--- src/rtl/mem_copy_engine.sv ---
// mem_copy_engine
// Block-move / memory-initialisation engine for the 256x16 data memory.
// After a start command it either copies len words from src to dst, or fills
// dst with a constant pattern. One word moves per cycle through a single
// read-to-write pipeline stage. It reports a 16-bit additive checksum of every
// word it writes.
//
// Ports:
//   clk, rst_n        clock, asynchronous active-low reset
//   start, op         command strobe (sampled in IDLE only), 0=copy 1=fill
//   src_addr,dst_addr source / destination base addresses
//   len               word count 0..256 (larger values clamp to 256)
//   pattern           fill word
//   abort             cancels the active command (RUN / DRAIN)
//   busy, done        status: busy in RUN/DRAIN, one-cycle done pulse
//   checksum          sum of written words mod 2^16
//   mem_rd_addr       memory read address (decoded from state and count)
//   mem_read_out      memory combinational read data
//   mem_wt_en, mem_wt_addr, mem_data_wt   memory write port
module mem_copy_engine #(
    parameter int DATA_W = 16,
    parameter int ADDR_W = 8
) (
    input  logic                clk,
    input  logic                rst_n,
    input  logic                start,
    input  logic                op,
    input  logic [ADDR_W-1:0]   src_addr,
    input  logic [ADDR_W-1:0]   dst_addr,
    input  logic [ADDR_W:0]     len,
    input  logic [DATA_W-1:0]   pattern,
    input  logic                abort,
    output logic                busy,
    output logic                done,
    output logic [DATA_W-1:0]   checksum,
    output logic [ADDR_W-1:0]   mem_rd_addr,
    input  logic [DATA_W-1:0]   mem_read_out,
    output logic                mem_wt_en,
    output logic [ADDR_W-1:0]   mem_wt_addr,
    output logic [DATA_W-1:0]   mem_data_wt
);

    localparam int LEN_W = ADDR_W + 1;
    localparam logic [LEN_W-1:0] MAX_LEN = LEN_W'(1) << ADDR_W;

    localparam logic [1:0] ST_IDLE  = 2'd0;
    localparam logic [1:0] ST_RUN   = 2'd1;
    localparam logic [1:0] ST_DRAIN = 2'd2;
    localparam logic [1:0] ST_DONE  = 2'd3;

    logic [1:0]        state_r;
    logic              op_r;
    logic [ADDR_W-1:0] src_r;
    logic [ADDR_W-1:0] dst_r;
    logic [LEN_W-1:0]  len_r;
    logic [DATA_W-1:0] pattern_r;
    logic [LEN_W-1:0]  k_r;
    logic              busy_r;
    logic              done_r;
    logic [DATA_W-1:0] checksum_r;
    logic              wt_en_r;
    logic [ADDR_W-1:0] wt_addr_r;
    logic [DATA_W-1:0] data_wt_r;

    logic [LEN_W-1:0]  len_clamp_s;
    logic              accept_s;
    logic              last_s;
    logic [DATA_W-1:0] word_s;
    logic [ADDR_W-1:0] rd_addr_s;

    // Command decode: clamp length, pick the captured word, detect last RUN cycle.
    always_comb begin
        len_clamp_s = len;
        if (len > MAX_LEN) begin
            len_clamp_s = MAX_LEN;
        end else begin
            len_clamp_s = len;
        end
        accept_s = (state_r == ST_IDLE) && start;
        last_s   = (k_r == (len_r - LEN_W'(1)));
        if (op_r) begin
            word_s = pattern_r;
        end else begin
            word_s = mem_read_out;
        end
    end

    // Read address is live only in RUN; it walks src+k with natural 8-bit wrap.
    always_comb begin
        if (state_r == ST_RUN) begin
            rd_addr_s = src_r + k_r[ADDR_W-1:0];
        end else begin
            rd_addr_s = {ADDR_W{1'b0}};
        end
    end

    // Main sequencer: state, command latch, count and the registered write port.
    always_ff @(posedge clk or negedge rst_n) begin
        if (!rst_n) begin
            state_r   <= ST_IDLE;
            op_r      <= 1'b0;
            src_r     <= {ADDR_W{1'b0}};
            dst_r     <= {ADDR_W{1'b0}};
            len_r     <= {LEN_W{1'b0}};
            pattern_r <= {DATA_W{1'b0}};
            k_r       <= {LEN_W{1'b0}};
            busy_r    <= 1'b0;
            done_r    <= 1'b0;
            wt_en_r   <= 1'b0;
            wt_addr_r <= {ADDR_W{1'b0}};
            data_wt_r <= {DATA_W{1'b0}};
        end else begin
            // Write port and done idle unless a branch below drives them.
            done_r    <= 1'b0;
            wt_en_r   <= 1'b0;
            wt_addr_r <= {ADDR_W{1'b0}};
            data_wt_r <= {DATA_W{1'b0}};
            case (state_r)
                ST_IDLE: begin
                    if (start) begin
                        op_r      <= op;
                        src_r     <= src_addr;
                        dst_r     <= dst_addr;
                        len_r     <= len_clamp_s;
                        pattern_r <= pattern;
                        k_r       <= {LEN_W{1'b0}};
                        if (len_clamp_s != {LEN_W{1'b0}}) begin
                            state_r <= ST_RUN;
                            busy_r  <= 1'b1;
                        end else begin
                            state_r <= ST_DONE;
                            done_r  <= 1'b1;
                        end
                    end else begin
                        state_r <= ST_IDLE;
                    end
                end
                ST_RUN: begin
                    if (abort) begin
                        // The write already on the port completes at this edge;
                        // no further write is scheduled.
                        state_r <= ST_IDLE;
                        busy_r  <= 1'b0;
                    end else begin
                        // Word captured in cycle k is written to dst+k next cycle.
                        wt_en_r   <= 1'b1;
                        wt_addr_r <= dst_r + k_r[ADDR_W-1:0];
                        data_wt_r <= word_s;
                        k_r       <= k_r + LEN_W'(1);
                        if (last_s) begin
                            state_r <= ST_DRAIN;
                        end else begin
                            state_r <= ST_RUN;
                        end
                    end
                end
                ST_DRAIN: begin
                    busy_r <= 1'b0;
                    if (abort) begin
                        state_r <= ST_IDLE;
                    end else begin
                        state_r <= ST_DONE;
                        done_r  <= 1'b1;
                    end
                end
                ST_DONE: begin
                    state_r <= ST_IDLE;
                end
                default: begin
                    state_r <= ST_IDLE;
                    busy_r  <= 1'b0;
                end
            endcase
        end
    end

    // Checksum: cleared on accept, then adds each word as it is written.
    always_ff @(posedge clk or negedge rst_n) begin
        if (!rst_n) begin
            checksum_r <= {DATA_W{1'b0}};
        end else if (accept_s) begin
            checksum_r <= {DATA_W{1'b0}};
        end else if (wt_en_r) begin
            checksum_r <= checksum_r + data_wt_r;
        end else begin
            checksum_r <= checksum_r;
        end
    end

    assign busy        = busy_r;
    assign done        = done_r;
    assign checksum    = checksum_r;
    assign mem_rd_addr = rd_addr_s;
    assign mem_wt_en   = wt_en_r;
    assign mem_wt_addr = wt_addr_r;
    assign mem_data_wt = data_wt_r;

endmodule

--- config.mk ---
export PLATFORM = sky130hd
export DESIGN_NAME = mem_copy_engine
export DESIGN_NICKNAME = d
export VERILOG_FILES = /design/src/rtl/mem_copy_engine.sv
export SDC_FILE = /design/constraint.sdc
export NUM_CORES = 1
export LEC_CHECK = 0
export CAP_MARGIN = 20
export CORE_ASPECT_RATIO = 1.5
export CORE_MARGIN = 5
export CORE_UTILIZATION = 45
export DETAILED_ROUTE_END_ITERATION = 8
export GPL_TIMING_DRIVEN = 0
export PLACE_DENSITY = 0.72
export SLEW_MARGIN = 40
export SYNTH_ARGS = -nofsm -noshare
export SYNTH_HDL_FRONTEND = slang
export SYNTH_SLANG_ARGS = --single-unit
export TNS_END_PERCENT = 50
--- constraint.sdc ---
create_clock -name clk -period 2.4 [get_ports clk]
set_input_delay 0.48 -clock clk [delete_from_list [all_inputs] [get_ports clk]]
set_output_delay 0.48 -clock clk [all_outputs]
set_load 0.02 [all_outputs]
-- After elaboration in Yosys (flattened, before gate mapping)
Cells that the tools add are included.
- $add $sub $neg: 5
- order comparisons: 1
- equal/unequal tests: 8
- mux-type cells: 27
- reduce and logical (&&, ||, !) cells: 9
- operator list (operator ; count):
    16-bit two-way mux ; 5
    9-bit two-way mux ; 3
    8-bit two-way mux ; 3
    9-bit case mux with 2 select lines ; 1
    16-bit adder ; 1
    8-bit adder ; 2
    2-bit two-way mux ; 5
    9-bit by 1-bit adder with 9-bit output (second input constant) ; 1
    9-bit equality test ; 1
    9-bit greater-than comparator (second input constant) ; 1
    9-bit nonzero test ; 1
    9-bit by 1-bit subtractor with 9-bit output (second input constant) ; 1
    2-bit case mux with 4 select lines ; 1
    1-bit two-way mux ; 7
    2-bit inequality test (second input constant) ; 3
    2-bit equality test (second input constant) ; 2
    4-bit AND reduction ; 1
    2-bit nonzero test ; 2
    1-bit case mux with 3 select lines ; 1
    3-bit AND reduction ; 1
    3-bit nonzero test ; 1
    2-bit by 1-bit equality test with 1-bit output (second input constant) ; 1
    2-bit logical NOT ; 1
    2-bit by 1-bit inequality test with 1-bit output (second input constant) ; 1
    other kinds (3) ; 3
- flip-flop bits (word level): 96
- input bits: 62
- output and inout port bits: 51
- logic and storage cells: 63

-- Logic depth before layout (Yosys ltp)
Gate-level depths: netlist of run 1.
- depth in word-level cells: 6
- gate-level depth with buffers: 9
- depth with buffers taken out: 9

-- Least setup slack after synthesis of run 1
No wires, ideal clock.
- path type: register -> output
- start: reg k_r[1]
- end: out mem_rd_addr[7]
- arrival time: 2155 ps
- data required time: 1920 ps
- slack: -235 ps
- stages on the path, launching flop included: 8
- buffers on the path: 0
- cells stage by stage: dfrtp_1 -> ha_1 -> a21o_1 -> a21oi_1 -> o21bai_1 -> a2111oi_0 -> o21ai_0 -> a21boi_1
- cells in the longest elaborated chain, start to end: 2
- ends and longest elaborated chain (what ; RTL line ; text):
    start: declaration ; 57 ; logic [LEN_W-1:0] k_r;
    start signal: assignment ; 106 ; k_r <= {LEN_W{1'b0}};
    start signal: assignment ; 126 ; k_r <= {LEN_W{1'b0}};
    start signal: assignment ; 149 ; k_r <= k_r + LEN_W'(1);
    8-bit adder ; 91 ; rd_addr_s = src_r + k_r[ADDR_W-1:0];
    8-bit two-way mux ; 90 ; if (state_r == ST_RUN) begin
    end: declaration ; 36 ; output logic [ADDR_W-1:0] mem_rd_addr,
No other way between the ends.

-- Worst setup path in the final report of run 1
Same ends and word-level chain as after synthesis.

==> results of run 1 <==
power by group:
| group | switching, W | internal [W] |
|---|---|---|
| Combinational | 0.00237 | 0.00197 |
| Clock | 0.000650 | 0.000814 |
| Sequential | 0.000476 | 0.00222 |
| Total | 0.00349 | 0.00500 |
layout make-up:
type	instances	share of cell area, %
Buffer	21	1.31
Clock buffer	10	3.15
Clock inverter	6	0.946
Inverter	21	1.08
Multi-Input combinational cell	458	41.0
Sequential cell	96	33.1
Tap cell	153	2.63
Timing Repair Buffer	121	16.8
cell families after synthesis:
family / after synthesis
buf+inv: 42
compound gates: 104
mux: 27
flops: 96
simple gates: 253
xor+xnor: 36
fa+ha+maj: 38
sequential cells by signal, indices dropped and copies added (netlist names):
register,count
done,1
checksum,16
k_r,9
src_r,8
mem_data_wt,16
busy,1
dst_r,8
mem_wt_en,1
mem_wt_addr,8
len_r,9
op_r,1
pattern_r,16
state_r,2
metrics by stage:
step / utilization (%) / TNS, ns
finish: 60.8 / -1.03
global placement: 57.0 / -259.93
floorplan: - / -0.00610
detailed placement: 57.3 / -2.54
CTS: 60.5 / -1.04
global route: 60.8 / -1.69
per-layer routing:
metal / share of wire (%) / GRT usage (%) / vias up
met4: 2.2 / 8.50 / 0
met2: 57 / 38.5 / 105
met3: 4.3 / 2.79 / 20
met1: 37 / 22.0 / 2319
met5: 0 / 0 / -
li1: - / - / 2297
worst max-delay path by stage:
stage                             from                  to  slack (ns)  cells after the start
floorplan           k_r[0]$_DFFE_PN0P_      mem_rd_addr[6]      -0.006                      8
global placement                 rst_n  k_r[1]$_DFFE_PN0P_       -3.04                      1
detailed placement  k_r[0]$_DFFE_PN0P_      mem_rd_addr[6]       -0.71                      9
CTS                 k_r[0]$_DFFE_PN0P_      mem_rd_addr[6]       -0.33                      9
global route        k_r[0]$_DFFE_PN0P_      mem_rd_addr[6]       -0.43                      9
finish              k_r[1]$_DFFE_PN0P_      mem_rd_addr[7]       -0.32                      8
worst max-delay path, stage by stage, from the launching register on:
cell and delay [ns]:
dfrtp_2 0.44, ha_1 0.28, a21o_1 0.12, a21oi_2 0.06
o21bai_2 0.24, a2111oi_4 0.11, or3_1 0.34, a21boi_2 0.16
buf_6 0.13
synthesized netlist by cell type, types with 11 or more instances:
cell | instances | share of area (%)
dfrtp_1 | 96 | 44
xnor2_1 | 19 | 3.0
o21ai_0 | 18 | 1.6
mux2i_1 | 25 | 4.6
inv_1 | 20 | 1.4
nor2_1 | 49 | 3.4
ha_1 | 35 | 8.0
a21oi_1 | 34 | 3.1
clkbuf_1 | 17 | 1.2
and2_1 | 11 | 1.3
xor2_1 | 16 | 2.6
nand2_1 | 138 | 9.4
nand3b_1 | 11 | 1.5
timing repair:
| item | 4_1_cts | 5_1_grt |
|---|---|---|
| endpoints found under the setup margin | 8 | 11 |
| pin swaps | 9 | 5 |
| hold endpoints to repair | 32 | 0 |
| hold buffers | 1 | 0 |
| buffers inserted | 7 | 1 |
| gates resized for setup | 43 | 11 |
==> metrics.csv, run 1 <==
metric,value,unit
Seq. cell area,2410,um2
port bufs,112,
RR Startpoint,checksum[0]$_DFFE_PN0P_,
yosys warns,0,
Fin. Hold Viols,0,
total number of vias,4741,
first-pass GRT wire length,23.6,mm
hold depth,2,
antenna violations before repair,0,
clock-pin slew on the worst setup and hold paths,0.07,ns
R2R depth,9,
CTS Buf Count,9,
Post-synth EDFFs,0,
Slew Limit Fails,0,
vias per cell,5.35,
fraction of the mapped netlist area in simple logic gates,20.8,%
GP Congestion,0.946,
setup skew after layout,0.00762,ns
Mapped Area,5480,um2
area delta synth->final,32.6,%
Worst Slack Setup Final,-0.316,ns
overall routing resource usage,20.4,%
post-route cell area,7270,um2
clock tree buffer depth,2,
worst skew pair latency,0.35,ns
Avg WL per Cell,16.5,um
crit path kind,flop to output port,
Filler cells,1062,
PD cells,1170,nW/um2
Antenna diodes,0,
Initial Util,45.9,%
Tot Pwr,0.00849,W
"non-filler cells, final",886,
XOR/XNOR share of the synthesized area,5.89,%
max-cap viol count,0,
register bit count reported by yosys,96,
Post-DP HPWL,11.2,mm
async set-reset flop share out of synthesis,100,%
Synth Area in Compound Gates,12.4,%
drt pass-1 iters,4,
io pins,113,
WP data required,1.92,ns
# rows,49,
worst-margin pin slew,0.630,ns
CTS tree,yes,
die area,14500,um2
Crit path arrival time,2.24,ns
Cells after Synth,596,
maximum VDD drop,0.494,mV
CP startpoint kind,flop,
GRT Residual Overflow,0,
post-synthesis cell type count,58,
fraction of layout cells with a size suffix above 1,8.19,%
Syn Nets,696,
Synth Area in Adders,9.08,%
number of H-tree levels,3,
min cycle time layout,2.72,ns
largest net degree at the start of global routing,65,
"commonest cells after routing, fill and taps aside","138 x nand2_1, 103 x clkdlybuf4s50_1, 93 x dfrtp_1",
Inst Count DP,862,
Clk Tree Root Cell,clkbuf_16,
post-synthesis mux area share,4.97,%
"commonest non-fill, non-tap cell in the layout",nand2_1,
nets,828,
Remaining DRCs,0,
setup repair after global routing missed its margin,true,
HP Start,pattern_r[4]$_DFFE_PN0P_,
Reg2Reg Setup Slack,0,ns
vias in the first global route,4945,
synthesized area per cell,9.20,um2
Die Span Y,145,um
Leak Pwr,3.38,nW
fmax,368,MHz
failing checks,negative setup slack,
Rel. slew slack,58.0,%
crit end category,output port,
Die X,100,um
Detailed Route WL,14.6,mm
post-route ant nets,0,
Placeable Area,12000,um2
hold_ws,0.479,ns
HP Class,flop to flop,
final setup fails,5,
Main synth FF type,dfrtp_1,
placed cell areas,6850,um2
Hold Path End,pattern_r[4]$_DFFE_PN0P_,
share of the yosys chip area belonging to registers,43.8,%
area of the multi-input gates,2990,um2
period utilization,113,%
status,"complete, but fails checks",
crit path max fanout,3,
Setup WS pre-CTS,-0.707,ns
Starting DRT DRC Count,142,
reg2reg end,checksum[14]$_DFFE_PN0P_,
Clock Sink Count,96,
largest family of logic cells by synthesized area,simple AND/OR/NAND/NOR gates,
Note: power is estimated with default switching activity, not from simulation.
==> run 2, diff against run 1 <==
SKIP_CTS_REPAIR_TIMING = 1   (was default)
==> run 2 against run 1 <==
Register-to-register slack lost 0.02 ns; the run still ends with negative setup slack left; highest routed layer unchanged; sequential cell count is the same; hold slack is essentially flat; global-route usage shrank 0.13 points; largest cell class unchanged; final cell count grew 0.11%; clock power is essentially flat; power is essentially flat; combinational power is essentially flat; die area is the same; core utilization grew 0.094 points; first-iteration DRC count grew 35%; worst setup slack lost 0.021 ns.
==> metrics.csv, run 2 (synthesis gave the netlist of run 1 again) <==
metric,value,unit,change
status,"complete, but fails checks",,unchanged
failing checks,negative setup slack,,unchanged
Remaining DRCs,0,,unchanged
area delta synth->final,32.9,%,was 32.6%
Reg2Reg Setup Slack,-0.02,ns,was 0 ns
"commonest cells after routing, fill and taps aside","138 x nand2_1, 103 x clkdlybuf4s50_1, 93 x dfrtp_1",,unchanged
min cycle time layout,2.74,ns,was 2.72 ns
Clk Tree Root Cell,clkbuf_16,,unchanged
GRT Residual Overflow,0,,unchanged
worst path bufs/invs,1,,unchanged
antenna violations before repair,0,,unchanged
largest net degree at the start of global routing,65,,unchanged
hold_ws,0.479,ns,about the same
Worst Slack Setup Final,-0.337,ns,was -0.316 ns
port bufs,112,,unchanged
R2R depth,9,,unchanged
worst-margin pin slew,0.629,ns,was 0.630 ns
final setup fails,5,,unchanged
Post-DP HPWL,11.2,mm,unchanged
Rel. slew slack,58.1,%,was 58.0%
CTS tree,yes,,unchanged
Crit path arrival time,2.26,ns,was 2.24 ns
cells along the critical path,ha_4 > fa_2 > a21o_1 > a21oi_2 > o21bai_1 > a21oi_2 > xnor2_1 > and2_2 > buf_6,,was ha_1 > a21o_1 > a21oi_2 > o21bai_2 > a2111oi_4 > or3_1 > a21boi_2 > buf_6
Initial Util,45.9,%,unchanged
maximum VDD drop,0.505,mV,was 0.494 mV
Detailed Route WL,14.6,mm,about the same
Die X,100,um,unchanged
overall routing resource usage,20.2,%,was 20.4%
CTS Buf Count,9,,unchanged
CP max stage delay,0.44,ns,about the same
crit path kind,flop to output port,,unchanged
total number of vias,4738,,"was 4,741"
setup repair after global routing missed its margin,true,,unchanged
Leak Pwr,3.43,nW,was 3.38 nW
Hold Path End,pattern_r[12]$_DFFE_PN0P_,,was pattern_r[4]$_DFFE_PN0P_
Die Span Y,145,um,unchanged
kind of cell adding the most delay to the critical path,compound AO/OA/AOI/OAI gates,,unchanged
fraction of layout cells with a size suffix above 1,8.17,%,was 8.19%
highest-delay cell along the critical path,dfrtp_2,,unchanged
# rows,49,,unchanged
Placeable Area,12000,um2,unchanged
period utilization,114,%,was 113%
HP Start,pattern_r[12]$_DFFE_PN0P_,,was pattern_r[4]$_DFFE_PN0P_
CP Depth,9,,was 8
crit path max fanout,4,,was 3
clock-pin slew on the worst setup and hold paths,0.07,ns,about the same
cell mode on critical path,a21oi_2,,
max-cap viol count,0,,unchanged
first-pass GRT wire length,23.4,mm,was 23.6 mm
Clock Sink Count,96,,unchanged
drt pass-1 iters,4,,unchanged
die area,14500,um2,unchanged
Antenna diodes,0,,unchanged
nets,829,,was 828
GP Congestion,0.946,,unchanged
vias in the first global route,4907,,"was 4,945"
reg2reg end,checksum[14]$_DFFE_PN0P_,,unchanged
Fin. Hold Viols,0,,unchanged
HP Class,flop to flop,,unchanged
worst skew pair latency,0.35,ns,about the same
post-layout util,60.9,%,was 60.8%
hold depth,2,,unchanged
RR Startpoint,checksum[0]$_DFFE_PN0P_,,unchanged
Avg WL per Cell,16.5,um,about the same
CP startpoint kind,flop,,unchanged
"commonest non-fill, non-tap cell in the layout",nand2_1,,unchanged
vias per cell,5.34,,was 5.35
number of H-tree levels,3,,unchanged
Slew Limit Fails,0,,unchanged
crit end category,output port,,unchanged
WP data required,1.92,ns,about the same
io pins,113,,unchanged
clock tree buffer depth,2,,unchanged
fmax,365,MHz,was 368 MHz
post-route ant nets,0,,unchanged
Starting DRT DRC Count,192,,was 142
setup skew after layout,0.00914,ns,was 0.00762 ns
CP Launch Point,k_r[0]$_DFFE_PN0P_,,was k_r[1]$_DFFE_PN0P_
PD cells,1170,nW/um2,about the same
run 2: cell count changes in the layout (fill, tap and decap cells not counted), sizes merged:
cell           previous run  this run
clkbuf                   27        26
buf                      19        20
clkdlybuf4s15             2         0
dlymetal6s2s              0         3
run 2: where the power goes:
group / internal, W / switching [W] / leakage (nW) / total (W)
Sequential: 0.00222 / 0.000491 / 1.25 / 0.00271
Combinational: 0.00196 / 0.00235 / 2.04 / 0.00431
Clock: 0.000814 / 0.000655 / 0.143 / 0.00147
Total: 0.00499 / 0.00350 / 3.43 / 0.00849
run 2: tightest hold or removal path, cell delays in order (launching register included):
cell and delay [ns]:
dfrtp_1 0.34, nand2_1 0.05, nand2_1 0.06
run 2: worst max path at each step:
stage,endpoint
after floorplan,mem_rd_addr[6]
after global placement,k_r[1]$_DFFE_PN0P_
after detailed placement,mem_rd_addr[6]
after CTS,mem_rd_addr[6]
after global routing,mem_rd_addr[6]
final,mem_rd_addr[6]
run 2: stage by stage:
step                setup slack (ns)  power [W]  setup TNS [ns]  cells  cell area (um2)
finish                        -0.337    0.00849           -1.02    887             7290
global route                  -0.445    0.00907           -1.64    887             7290
CTS                            -1.08    0.00840           -5.49    878             7150
detailed placement            -0.707    0.00693           -2.54    862             6850
global placement               -3.04    0.00678         -259.93    861             6820
floorplan                   -0.00610    0.00541        -0.00610    596             5500
run 2: routing by layer:
| layer | vias to the layer above | track usage (%) | wire (um) |
|---|---|---|---|
| met5 | - | 0 | 0 |
| met1 | 2306 | 21.9 | 5440 |
| li1 | 2304 | - | - |
| met3 | 20 | 2.83 | 576 |
| met4 | 0 | 8.43 | 338 |
| met2 | 108 | 38.2 | 8290 |
run 2: final cells by class:
type,count,area [um2]
clock buffers,10,229
inverters,21,78.8
repair buffers,122,1230
plain buffers,21,92.6
flip-flops and latches,96,2410
clock inverters,6,68.8
multi-input cells,458,2990
well taps,153,191
fillers,1056,4670
==> run 3, diff against run 2 <==
CELL_PAD_IN_SITES_DETAIL_PLACEMENT = 0   (was default)
CELL_PAD_IN_SITES_GLOBAL_PLACEMENT = 1   (was default)
CORE_UTILIZATION = 35   (was 45)
PLACE_DENSITY = 0.74   (was 0.72)
RECOVER_POWER = 100   (was default)
==> run 3 against run 2 <==
Die area rose by 26%; critical path type unchanged; sequential share of layout area fell by 0.29 points; combinational power fell by 0.9%; first-iteration DRC count rose by 0.52%; largest power group unchanged; sequential cell count did not move; critical path depth did not move; the run still ends with negative setup slack left; sequential power barely moved.
==> metrics.csv, run 3 (synthesis gave the netlist of run 1 again) <==
metric,value,unit,change
post-route cell area,7350,um2,was 7290 um2
worst-margin pin slew,0.837,ns,was 0.629 ns
Clock Sink Count,96,,unchanged
top layer in use,met5,,was met4
io pins,113,,unchanged
Starting DRT DRC Count,193,,was 192
internal power,0.00497,W,was 0.00499 W
HP Class,flop to flop,,unchanged
clock-pin slew on the worst setup and hold paths,0.06,ns,was 0.07 ns
min cycle time layout,2.76,ns,was 2.74 ns
"non-filler cells, final",937,,was 887
Die Span Y,163,um,was 145 um
worst skew pair latency,0.35,ns,about the same
met3 wire len,613,um,was 576 um
final setup fails,7,,was 5
Filler cells,1535,,"was 1,056"
Antenna diodes,0,,unchanged
fraction of layout cells with a size suffix above 1,8.72,%,was 8.17%
drt pass-1 iters,4,,unchanged
Worst Slack Setup Final,-0.358,ns,was -0.337 ns
Total Neg Setup Slack,-1.19,ns,was -1.02 ns
Rel. slew slack,44.2,%,was 58.1%
Post-DP HPWL,11.9,mm,was 11.2 mm
GRT Residual Overflow,0,,unchanged
switching power total,0.00349,W,was 0.00350 W
Die X,112,um,was 100 um
status,"complete, but fails checks",,unchanged
sequential power share,31.8,%,was 31.9%
Clk Tree Root Cell,clkbuf_16,,unchanged
"commonest cells after routing, fill and taps aside","138 x nand2_1, 93 x dfrtp_1, 59 x clkdlybuf4s50_1",,"was 138 x nand2_1, 103 x clkdlybuf4s50_1, 93 x dfrtp_1"
# rows,56,,was 49
Remaining DRCs,0,,unchanged
wire length on met1,5.73,mm,was 5.44 mm
switching part of the total,41.3,%,was 41.2%
Detailed Route WL,15.2,mm,was 14.6 mm
Placeable Area,15600,um2,"was 12,000 um2"
port bufs,112,,unchanged
setup skew after layout,0.0106,ns,was 0.00914 ns
clock power share,17.8,%,was 17.3%
"commonest non-fill, non-tap cell in the layout",nand2_1,,unchanged
nets,829,,unchanged
total number of vias,4663,,"was 4,738"
crit path max fanout,3,,was 4
number of H-tree levels,3,,unchanged
placed cell areas,6910,um2,was 6850 um2
Inst Count DP,912,,was 862
GP Congestion,0.908,,was 0.946
WL met2,8.61,mm,was 8.29 mm
setup repair after global routing missed its margin,true,,unchanged
failing checks,negative setup slack,,unchanged
crit end category,output port,,unchanged
period utilization,115,%,was 114%
Fin. Hold Viols,0,,unchanged
antenna violations before repair,1,,was 0
post-route ant nets,0,,unchanged
CTS tree,yes,,unchanged
CTS Buf Count,9,,unchanged
crit path kind,flop to output port,,unchanged
CP startpoint kind,flop,,unchanged
Leak Pwr,3.50,nW,was 3.43 nW
Avg WL per Cell,16.3,um,was 16.5 um
clock tree buffer depth,2,,unchanged
largest net degree at the start of global routing,65,,unchanged
PD cells,1150,nW/um2,was 1170 nW/um2
WP data required,1.92,ns,about the same
vias per cell,4.98,,was 5.34
maximum VDD drop,0.378,mV,was 0.505 mV
max-cap viol count,0,,unchanged
Setup WS pre-CTS,-0.739,ns,was -0.707 ns
die area,18300,um2,"was 14,500 um2"
vias in the first global route,4809,,"was 4,907"
overall routing resource usage,16.8,%,was 20.2%
first-pass GRT wire length,24.3,mm,was 23.4 mm
Slew Limit Fails,0,,unchanged
area delta synth->final,34.0,%,was 32.9%
combinational power share,50.5,%,was 50.8%
fmax,363,MHz,was 365 MHz
Initial Util,35.3,%,was 45.9%
Crit path arrival time,2.28,ns,was 2.26 ns
==> run 3: through the flow <==
stage               total power (W)  hold slack, ns  utilization, %
floorplan                   0.00541           0.184               -
global placement            0.00686           0.457            44.2
detailed placement          0.00697           0.358            44.4
CTS                         0.00852         -0.0260            46.5
global route                0.00915           0.506            47.3
finish                      0.00846           0.481            47.3
==> run 3: final timing paths <==
kind | start | to | slack (ns) | cells past startpoint
worst max register to register | checksum[0]$_DFFE_PN0P_ | checksum[14]$_DFFE_PN0P_ | -0.04 | 9
worst min register to register | pattern_r[9]$_DFFE_PN0P_ | pattern_r[9]$_DFFE_PN0P_ | 0.48 | 2
worst max-delay path | k_r[0]$_DFFE_PN0P_ | mem_rd_addr[6] | -0.36 | 9
min in group asynchronous | rst_n | checksum[12]$_DFFE_PN0P_ | 0.78 | 2
worst min-delay path | pattern_r[9]$_DFFE_PN0P_ | pattern_r[9]$_DFFE_PN0P_ | 0.48 | 2
max in group asynchronous | rst_n | k_r[2]$_DFFE_PN0P_ | 0.23 | 3
==> run 3: critical path, cell delays in order (launching register included) <==
cell and delay (ns):
dfrtp_2 0.43, ha_4 0.17, fa_2 0.36, a21o_1 0.17, a21oi_2 0.15, o21bai_1 0.08
a21oi_1 0.15, xnor2_1 0.14, and2_4 0.16, buf_6 0.10
==> run 3: final cells by class <==
class	count	area, um2	area share, %
multi-input cells	458	3020	41.1
flip-flops and latches	96	2410	32.7
repair buffers	122	1180	16.1
well taps	203	254	3.46
clock buffers	11	253	3.44
plain buffers	21	88.8	1.21
inverters	21	78.8	1.07
clock inverters	5	63.8	0.868
==> run 3: power groups by stage <==
stage | registers, W | clock network (W) | logic [W]
floorplan | 0.00291 | 0 | 0.00250
global placement | 0.00272 | 0 | 0.00413
detailed placement | 0.00274 | 0 | 0.00422
CTS | 0.00272 | 0.00156 | 0.00425
global route | 0.00277 | 0.00163 | 0.00475
finish | 0.00269 | 0.00150 | 0.00427
==> run 3: per-layer routing <==
metal	track usage [%]	vias up
met5	0	-
met4	4.92	2
met3	3.56	21
met2	32.6	103
met1	18.1	2235
li1	-	2302
